[src/rtl/ddr3_mch_pkg.sv]
// Shared command codes, burst geometry and controller state encoding for the
// multi-channel DDR3 read/write controller.
package ddr3_mch_pkg;

    localparam logic [3:0]  CMD_RD          = 4'b0001;
    localparam logic [3:0]  CMD_WR          = 4'b0010;
    localparam int unsigned BEATS_PER_BURST = 2;

    typedef enum logic [1:0] {
        S_IDLE  = 2'd0,
        S_ARB   = 2'd1,
        S_CMD   = 2'd2,
        S_WDATA = 2'd3
    } state_t;

    // A burst count of zero encodes the maximum of 32 bursts.
    function automatic int unsigned burst_beats(input int unsigned blen);
        return ((blen == 0) ? 32 : blen) * BEATS_PER_BURST;
    endfunction

endpackage

[src/rtl/ddr3_tag_fifo.sv]
// Show-ahead synchronous FIFO holding {channel, beat count} tags for reads
// that have been issued but whose data has not fully returned.
module ddr3_tag_fifo #(
    parameter int unsigned WIDTH = 10,
    parameter int unsigned DEPTH = 8
) (
    input  logic             i_clk,
    input  logic             i_rst,
    input  logic             i_push,
    input  logic [WIDTH-1:0] i_din,
    input  logic             i_pop,
    output logic [WIDTH-1:0] o_dout,
    output logic             o_full,
    output logic             o_empty
);
    localparam int unsigned AW = $clog2(DEPTH);

    logic [WIDTH-1:0] mem [DEPTH];
    logic [AW-1:0]    wr_ptr;
    logic [AW-1:0]    rd_ptr;
    logic [AW:0]      count;
    logic             push_ok;
    logic             pop_ok;

    assign push_ok = i_push && !o_full;
    assign pop_ok  = i_pop && !o_empty;
    assign o_full  = (count == (AW+1)'(DEPTH));
    assign o_empty = (count == '0);
    assign o_dout  = mem[rd_ptr];

    always_ff @(posedge i_clk) begin
        if (push_ok) begin
            mem[wr_ptr] <= i_din;
        end
    end

    always_ff @(posedge i_clk) begin
        if (i_rst) begin
            wr_ptr <= '0;
            rd_ptr <= '0;
            count  <= '0;
        end else begin
            if (push_ok) wr_ptr <= wr_ptr + 1'b1;
            if (pop_ok)  rd_ptr <= rd_ptr + 1'b1;
            case ({push_ok, pop_ok})
                2'b10:   count <= count + 1'b1;
                2'b01:   count <= count - 1'b1;
                default: count <= count;
            endcase
        end
    end

endmodule

[src/rtl/ddr3_mch_rw_ctrl.sv]
// Round-robin arbiter that multiplexes CH_NUM user request channels onto one
// DDR3 IP command/data port and routes returned read data by tag order.
module ddr3_mch_rw_ctrl
    import ddr3_mch_pkg::*;
#(
    parameter int unsigned CH_NUM    = 4,
    parameter int unsigned CMD_WIDTH = 4,
    parameter int unsigned DDR_DW    = 64,
    parameter int unsigned DDR_AW    = 26,
    parameter int unsigned DDR_BLW   = 5,
    parameter int unsigned DM_WIDTH  = 8,
    parameter int unsigned TAG_DEPTH = 8
) (
    input  logic                      i_clk,
    input  logic                      i_rst,
    input  logic [CH_NUM-1:0]         i_req_valid,
    input  logic [CH_NUM-1:0]         i_req_wr,
    input  logic [CH_NUM*DDR_AW-1:0]  i_req_addr,
    input  logic [CH_NUM*DDR_BLW-1:0] i_req_blen,
    output logic [CH_NUM-1:0]         o_req_ready,
    input  logic [CH_NUM*DDR_DW-1:0]  i_wdata,
    output logic [CH_NUM-1:0]         o_wdata_rd,
    output logic [DDR_DW-1:0]         o_rdata,
    output logic [CH_NUM-1:0]         o_rdata_valid,
    output logic                      o_err,
    input  logic                      i_init_done,
    input  logic                      i_cmd_rdy,
    input  logic                      i_datain_rdy,
    input  logic                      i_rdata_valid,
    input  logic [DDR_DW-1:0]         i_rdata,
    output logic [CMD_WIDTH-1:0]      o_cmd,
    output logic [DDR_AW-1:0]         o_addr,
    output logic [DDR_BLW-1:0]        o_cmd_burst_cnt,
    output logic                      o_cmd_valid,
    output logic                      o_ofly_burst_len,
    output logic [DDR_DW-1:0]         o_ddr3_wdata,
    output logic [DM_WIDTH-1:0]       o_data_mask
);
    localparam int unsigned CH_W  = $clog2(CH_NUM);
    localparam int unsigned BT_W  = DDR_BLW + 2;
    localparam int unsigned TAG_W = CH_W + BT_W;

    function automatic logic [CH_NUM-1:0] ch_onehot(input logic [CH_W-1:0] ch);
        ch_onehot     = '0;
        ch_onehot[ch] = 1'b1;
    endfunction

    state_t              state;
    logic [CH_W-1:0]     last_grant;
    logic [CH_W-1:0]     grant_ch;
    logic [CH_W-1:0]     grant_idx;
    logic                grant_found;
    logic [CH_NUM-1:0]   eligible;
    int unsigned         cand;
    logic                cur_wr;
    logic [BT_W-1:0]     cur_beats;
    logic [BT_W-1:0]     wbeats;
    logic [DDR_BLW-1:0]  req_blen;
    logic [BT_W-1:0]     req_beats;
    logic                tag_push;
    logic                tag_pop;
    logic                tag_full;
    logic                tag_empty;
    logic [TAG_W-1:0]    tag_din;
    logic [TAG_W-1:0]    tag_dout;
    logic [CH_W-1:0]     head_ch;
    logic [BT_W-1:0]     head_beats;
    logic [BT_W-1:0]     rd_cnt;

    assign eligible = i_req_valid & (i_req_wr | {CH_NUM{!tag_full}});

    // Search starts one past the previous winner so every channel gets a turn.
    always_comb begin
        grant_found = 1'b0;
        grant_idx   = '0;
        cand        = 0;
        for (int unsigned i = 0; i < CH_NUM; i++) begin
            cand = 32'(last_grant) + 1 + i;
            if (cand >= CH_NUM) cand = cand - CH_NUM;
            if (!grant_found && eligible[CH_W'(cand)]) begin
                grant_found = 1'b1;
                grant_idx   = CH_W'(cand);
            end
        end
    end

    assign req_blen  = i_req_blen[grant_idx*DDR_BLW +: DDR_BLW];
    assign req_beats = BT_W'(burst_beats(32'(req_blen)));

    assign o_wdata_rd   = (state == S_WDATA && i_datain_rdy) ? ch_onehot(grant_ch) : '0;
    assign o_ddr3_wdata = (state == S_WDATA) ? i_wdata[grant_ch*DDR_DW +: DDR_DW] : '0;
    assign o_data_mask      = '0;
    assign o_ofly_burst_len = 1'b0;

    assign tag_push = (state == S_CMD) && i_cmd_rdy && !cur_wr;
    assign tag_din  = {grant_ch, cur_beats};

    always_ff @(posedge i_clk) begin
        if (i_rst) begin
            state           <= S_IDLE;
            last_grant      <= CH_W'(CH_NUM - 1);
            grant_ch        <= '0;
            cur_wr          <= 1'b0;
            cur_beats       <= '0;
            wbeats          <= '0;
            o_req_ready     <= '0;
            o_cmd           <= '0;
            o_addr          <= '0;
            o_cmd_burst_cnt <= '0;
            o_cmd_valid     <= 1'b0;
        end else begin
            o_req_ready <= '0;
            case (state)
                S_IDLE: begin
                    if (i_init_done) state <= S_ARB;
                end
                S_ARB: begin
                    if (!i_init_done) begin
                        state <= S_IDLE;
                    end else if (grant_found) begin
                        o_req_ready     <= ch_onehot(grant_idx);
                        last_grant      <= grant_idx;
                        grant_ch        <= grant_idx;
                        cur_wr          <= i_req_wr[grant_idx];
                        cur_beats       <= req_beats;
                        o_cmd           <= i_req_wr[grant_idx] ? CMD_WIDTH'(CMD_WR) : CMD_WIDTH'(CMD_RD);
                        o_addr          <= i_req_addr[grant_idx*DDR_AW +: DDR_AW];
                        o_cmd_burst_cnt <= req_blen;
                        o_cmd_valid     <= 1'b1;
                        state           <= S_CMD;
                    end
                end
                S_CMD: begin
                    if (i_cmd_rdy) begin
                        o_cmd_valid <= 1'b0;
                        if (cur_wr) begin
                            wbeats <= cur_beats;
                            state  <= S_WDATA;
                        end else begin
                            state <= S_ARB;
                        end
                    end
                end
                S_WDATA: begin
                    if (i_datain_rdy) begin
                        wbeats <= wbeats - 1'b1;
                        if (wbeats == BT_W'(1)) state <= S_ARB;
                    end
                end
                default: state <= S_IDLE;
            endcase
        end
    end

    // Read return path: data belongs to the oldest outstanding tag.
    assign head_ch    = tag_dout[TAG_W-1 -: CH_W];
    assign head_beats = tag_dout[BT_W-1:0];
    assign tag_pop    = i_rdata_valid && !tag_empty && (BT_W'(rd_cnt + 1'b1) == head_beats);

    always_ff @(posedge i_clk) begin
        if (i_rst) begin
            rd_cnt        <= '0;
            o_rdata       <= '0;
            o_rdata_valid <= '0;
            o_err         <= 1'b0;
        end else begin
            o_rdata_valid <= '0;
            if (i_rdata_valid) begin
                if (tag_empty) begin
                    o_err <= 1'b1;
                end else begin
                    o_rdata       <= i_rdata;
                    o_rdata_valid <= ch_onehot(head_ch);
                    rd_cnt        <= tag_pop ? '0 : rd_cnt + 1'b1;
                end
            end
        end
    end

    ddr3_tag_fifo #(
        .WIDTH (TAG_W),
        .DEPTH (TAG_DEPTH)
    ) u_tag_fifo (
        .i_clk   (i_clk),
        .i_rst   (i_rst),
        .i_push  (tag_push),
        .i_din   (tag_din),
        .i_pop   (tag_pop),
        .o_dout  (tag_dout),
        .o_full  (tag_full),
        .o_empty (tag_empty)
    );

endmodule

[config.mk]
export PLATFORM = sky130hd
export DESIGN_NAME = ddr3_mch_rw_ctrl
export DESIGN_NICKNAME = d
export VERILOG_FILES = /design/src/rtl/ddr3_mch_pkg.sv /design/src/rtl/ddr3_tag_fifo.sv /design/src/rtl/ddr3_mch_rw_ctrl.sv
export SDC_FILE = /design/constraint.sdc
export NUM_CORES = 1
export LEC_CHECK = 0
export BUFFER_PORTS_ARGS = -buffer_cell sky130_fd_sc_hd__buf_4
export CAP_MARGIN = 0
export CORE_AREA = 2 2 251 253
export CTS_CLUSTER_DIAMETER = 60
export DETAILED_ROUTE_END_ITERATION = 6
export DIE_AREA = 0 0 253 255
export HOLD_SLACK_MARGIN = 0.12
export PLACE_DENSITY = 0.52
export SYNTH_ARGS = -nofsm -noshare
export SYNTH_HDL_FRONTEND = slang
export SYNTH_HIERARCHICAL = 1
export SYNTH_SLANG_ARGS = --single-unit
[constraint.sdc]
create_clock -name i_clk -period 5.7 [get_ports i_clk]
set_input_delay 1.14 -clock i_clk [delete_from_list [all_inputs] [get_ports i_clk]]
set_output_delay 1.14 -clock i_clk [all_outputs]
set_load 0.005 [all_outputs]
==> key figures <==
Status
  – Status: finished, final reports clean

Timing
  – Setup TNS: 0 ns
  – Relative slew slack: 32.1%
  – Max Slew Vio Count: 0
  – Setup Skew: 0.00951 ns
  – Worst slew pin tran: 1.01 ns
  – Post-route minimum period: 4.52 ns
  – WHS: 0.452 ns
  – Hold Fails Final Rpt: 0
  – F_max: 221 MHz
  – Worst Slack Setup Final: 1.18 ns
  – RSZ-0062 raised after global routing: false
  – Tcrit/Tclk final: 79.4%
  – Final setup fails: 0

Drt
  – Final wirelength: 44400 um
  – Routed length per placed instance: 17.6 um
  – Via/cell ratio: 4.25
  – Pre-Repair DR Iteration Count: 5
  – Post-route DRC: 0
  – Drt initial violations: 676
  – Detail Route Antenna Nets: 0
  – Vias: 10.7k

Setup path
  – Crit path kind: reg2reg
  – R2R cell count: 13
  – CP Launch Type: flop
  – Crit path required time: 6.12 ns
  – Crit path largest cell delay: 0.79 ns
  – Worst R2R Setup Slack: 1.18 ns
  – Most used cell, CP: mux2_2
  – Critical Path Slowest Stage Cell: dfxtp_1
  – Peak fanout along the critical path: 13
  – Worst path cell trace: buf_4 -> mux4_1 -> mux2_2 -> xor2_1 -> nand3_1 -> nor4_1 -> and3_1 -> o41a_1 -> ha_1 -> nand2_1 -> mux2_2 -> o41ai_1 -> mux2_2
  – Worst setup EP type: flop
  – WP data arrival: 4.95 ns
  – RR Endpoint: u_tag_fifo/count[3]

Placement
  – Routability cong.: 0.904
  – PortBufs: 632
  – Post-detail-place hpwl: 34700 um
  – Placed insts: 2476
  – Pre-CTS WS: 1.18 ns

Synth
  – Ys flop type: dfxtp_1
  – Post-synth ARST share: 0%
  – Mapped Avg Cell Area: 10.5 sq um
  – Yosys warns: 6
  – Xor/xnor share of the synthesized area: 1.72%
  – Largest cells by area after synthesis: dfxtp_1 (25%), edfxtp_1 (19%), mux4_2 (13%)
  – Yosys cell types: 61
  – Most common cell in the synthesized netlist: nand2_1
  – Post-synth top area cell: dfxtp_1
  – Gate Count Post-Synth: 1113
  – Main combinational cell family by area after synthesis: multiplexers
  – Commonest cells post-synth: nand2_1 (228), dfxtp_1 (145), a21oi_1 (120)
  – Adder-cell share of the synthesized area: 1.29%
  – Number of synthesized flops with an enable pin: 72
  – Post-synth top area share: 24.8%
  – #FFs+latches synth: 217
  – Post-synthesis sequential area ratio: 43.3%
  – Synth Area in Compound Gates: 9.53%
  – Syn Std Cell Area: 0.0117 sq mm
  – Mux contribution to synthesized area: 24.1%
  – Simple-Gate Fraction of Synth Area: 15.5%

Worst hold path
  – Worst Hold Class: reg2reg
  – Hold Crit Start: o_rdata[21]
  – Hold EP: o_rdata[21]
  – Hold path cells: 2

CTS
  – Hold-fix buffers, CTS: 0
  – Root buf cell: clkbuf_16
  – Total CTS buffers: 25
  – # resized after CTS: 0
  – CTS Buffer Depth: 3
  – H-tree levels: 1
  – Clock sink total: 217
  – Setup bufs post-CTS: 0
  – Reg clk slew, reported paths: 0.06 ns
  – Worst skew pair latency: 0.54 ns
  – TritonCTS clock tree: done

Power and ir drop
  – Leakage: 7.41 nW
  – Worst IR Drop VDD: 0.182 mV
  – Pwr dens: 220 mW/mm^2

Final layout
  – Util after Layout: 29.1%
  – Nets: 2174
  – Area delta synth->final: 55.0%
  – Area of the multi-input gates: 0.00623 sq mm
  – Layout cell share with drive strength beyond 1: 46.8%
  – Storage element area: 0.00507 sq mm
  – Layout fillers: 6517
  – Filler-free cell count of the finished design: 2525

Run
  – Max-Cap Viols: 0

Floorplan
  – Area of the core: 0.0622 sq mm
  – Boundary Pins: 644
  – DIE AREA: 0.0645 sq mm
  – Die H: 255 um
  – Rows: 92
  – Initial Util: 18.8%
  – Die X: 253 um

Global route
  – Largest net degree at the start of global routing: 86
  – Vias in the first global route: 10.7k
  – GR Util All Layers: 12.8%
  – Total global routing overflow: 0
  – Initial antenna violation count: 4
  – Global-route wire length before repair: 63900 um
## worst max-delay path by stage
stage                          end  slack (ns)  cells past startpoint
2_1_floorplan  u_tag_fifo/count[3]        1.77                     16
3_3_place_gp   u_tag_fifo/count[2]        1.24                     15
3_5_place_dp   u_tag_fifo/count[2]        1.18                     15
4_1_cts        u_tag_fifo/count[2]        1.14                     15
5_1_grt        u_tag_fifo/count[3]        0.86                     13
6_report       u_tag_fifo/count[3]        1.18                     13
## cell usage in the layout (no fill, tap or decap), types with 3 or more instances in the layout
cell type and count:
buf_4 645, nand2_1 228, dfxtp_1 143, a21oi_1 120, edfxtp_1 72, and2_1 67
mux4_2 66, mux2i_1 48, nor2_1 42, mux2_2 33, o211ai_1 26, clkbuf_16 25
conb_1 19, mux4_1 16, inv_1 13, o21ai_0 12, ha_1 11, xnor2_1 9
nand3_1 8, nor3_1 8, xor2_1 7, nand2b_1 6, and3_1 5, nor4_1 5
mux2_1 5, clkbuf_1 5, bufinv_16 5, diode_2 4, a22oi_1 4, a211oi_1 4
clkinv_2 4, nor3_2 4, nor2b_1 3, o21bai_1 3, or3_1 3, nand3b_1 3
clkinvlp_4 3
## cell families (layout without fill, tap and decap cells)
group | Yosys count | in the layout
flip-flops | 217 | 217
buffers and inverters | 114 | 705
AO/OA/AOI/OAI | 187 | 187
other | 1 | 23
adder cells (fa/ha/maj) | 12 | 12
multiplexers | 168 | 168
AND/OR/NAND/NOR | 395 | 395
XOR/XNOR | 19 | 19
## layer usage
metal  GRT usage [%]  share of wire, %  vias to the layer above
li1                -                 -                     5162
met1            15.8                40                     5124
met2            22.1                51                      386
met3            2.88               6.1                       61
met4            4.11               2.8                        0
met5               0                 0                        -
## registers in the layout, indices dropped and copies added (netlist names), named ones only
name / count
o_rdata_valid: 4
u_tag_fifo/mem: 72
o_cmd_valid: 1
wbeats: 7
cur_wr: 1
o_err: 1
o_cmd: 1
u_tag_fifo/count: 4
state: 2
grant_ch: 2
o_addr: 26
u_tag_fifo/wr_ptr: 3
o_cmd_burst_cnt: 5
rd_cnt: 7
o_rdata: 64
cur_beats: 5
last_grant: 2
u_tag_fifo/rd_ptr: 3
o_req_ready: 4
## critical path, delay by kind of cell (launching register included)
kind,cells,cell delay (ns)
multiplexers,4,1.47
flip-flops,1,0.79
AND/OR/NAND/NOR,4,0.78
AO/OA/AOI/OAI,2,0.62
adder cells (fa/ha/maj),1,0.31
buffers and inverters,1,0.29
XOR/XNOR,1,0.14
## power breakdown
group / total (W) / internal (W) / switching (W)
Sequential: 0.00165 / 0.00162 / 0.0000307
Clock: 0.00171 / 0.00105 / 0.000658
Combinational: 0.000627 / 0.000383 / 0.000244
## layout make-up
type / count / share of cell area, %
clock inverters: 14 / 1.16
multi-input cells: 800 / 34.4
well taps: 799 / 5.52
flip-flops and latches: 217 / 28.0
inverters: 13 / 0.269
clock buffers: 31 / 3.63
repair buffers: 647 / 27.0
diodes: 4 / 0.0553
## metrics by stage
step	cell area, sq um	total power [W]
global route	18100	0.00415
CTS	18100	0.00404
finish	18100	0.00398
detailed placement	17200	0.00232
global placement	17200	0.00231
floorplan	11800	0.00197
Power figures use the tool's default switching activity.
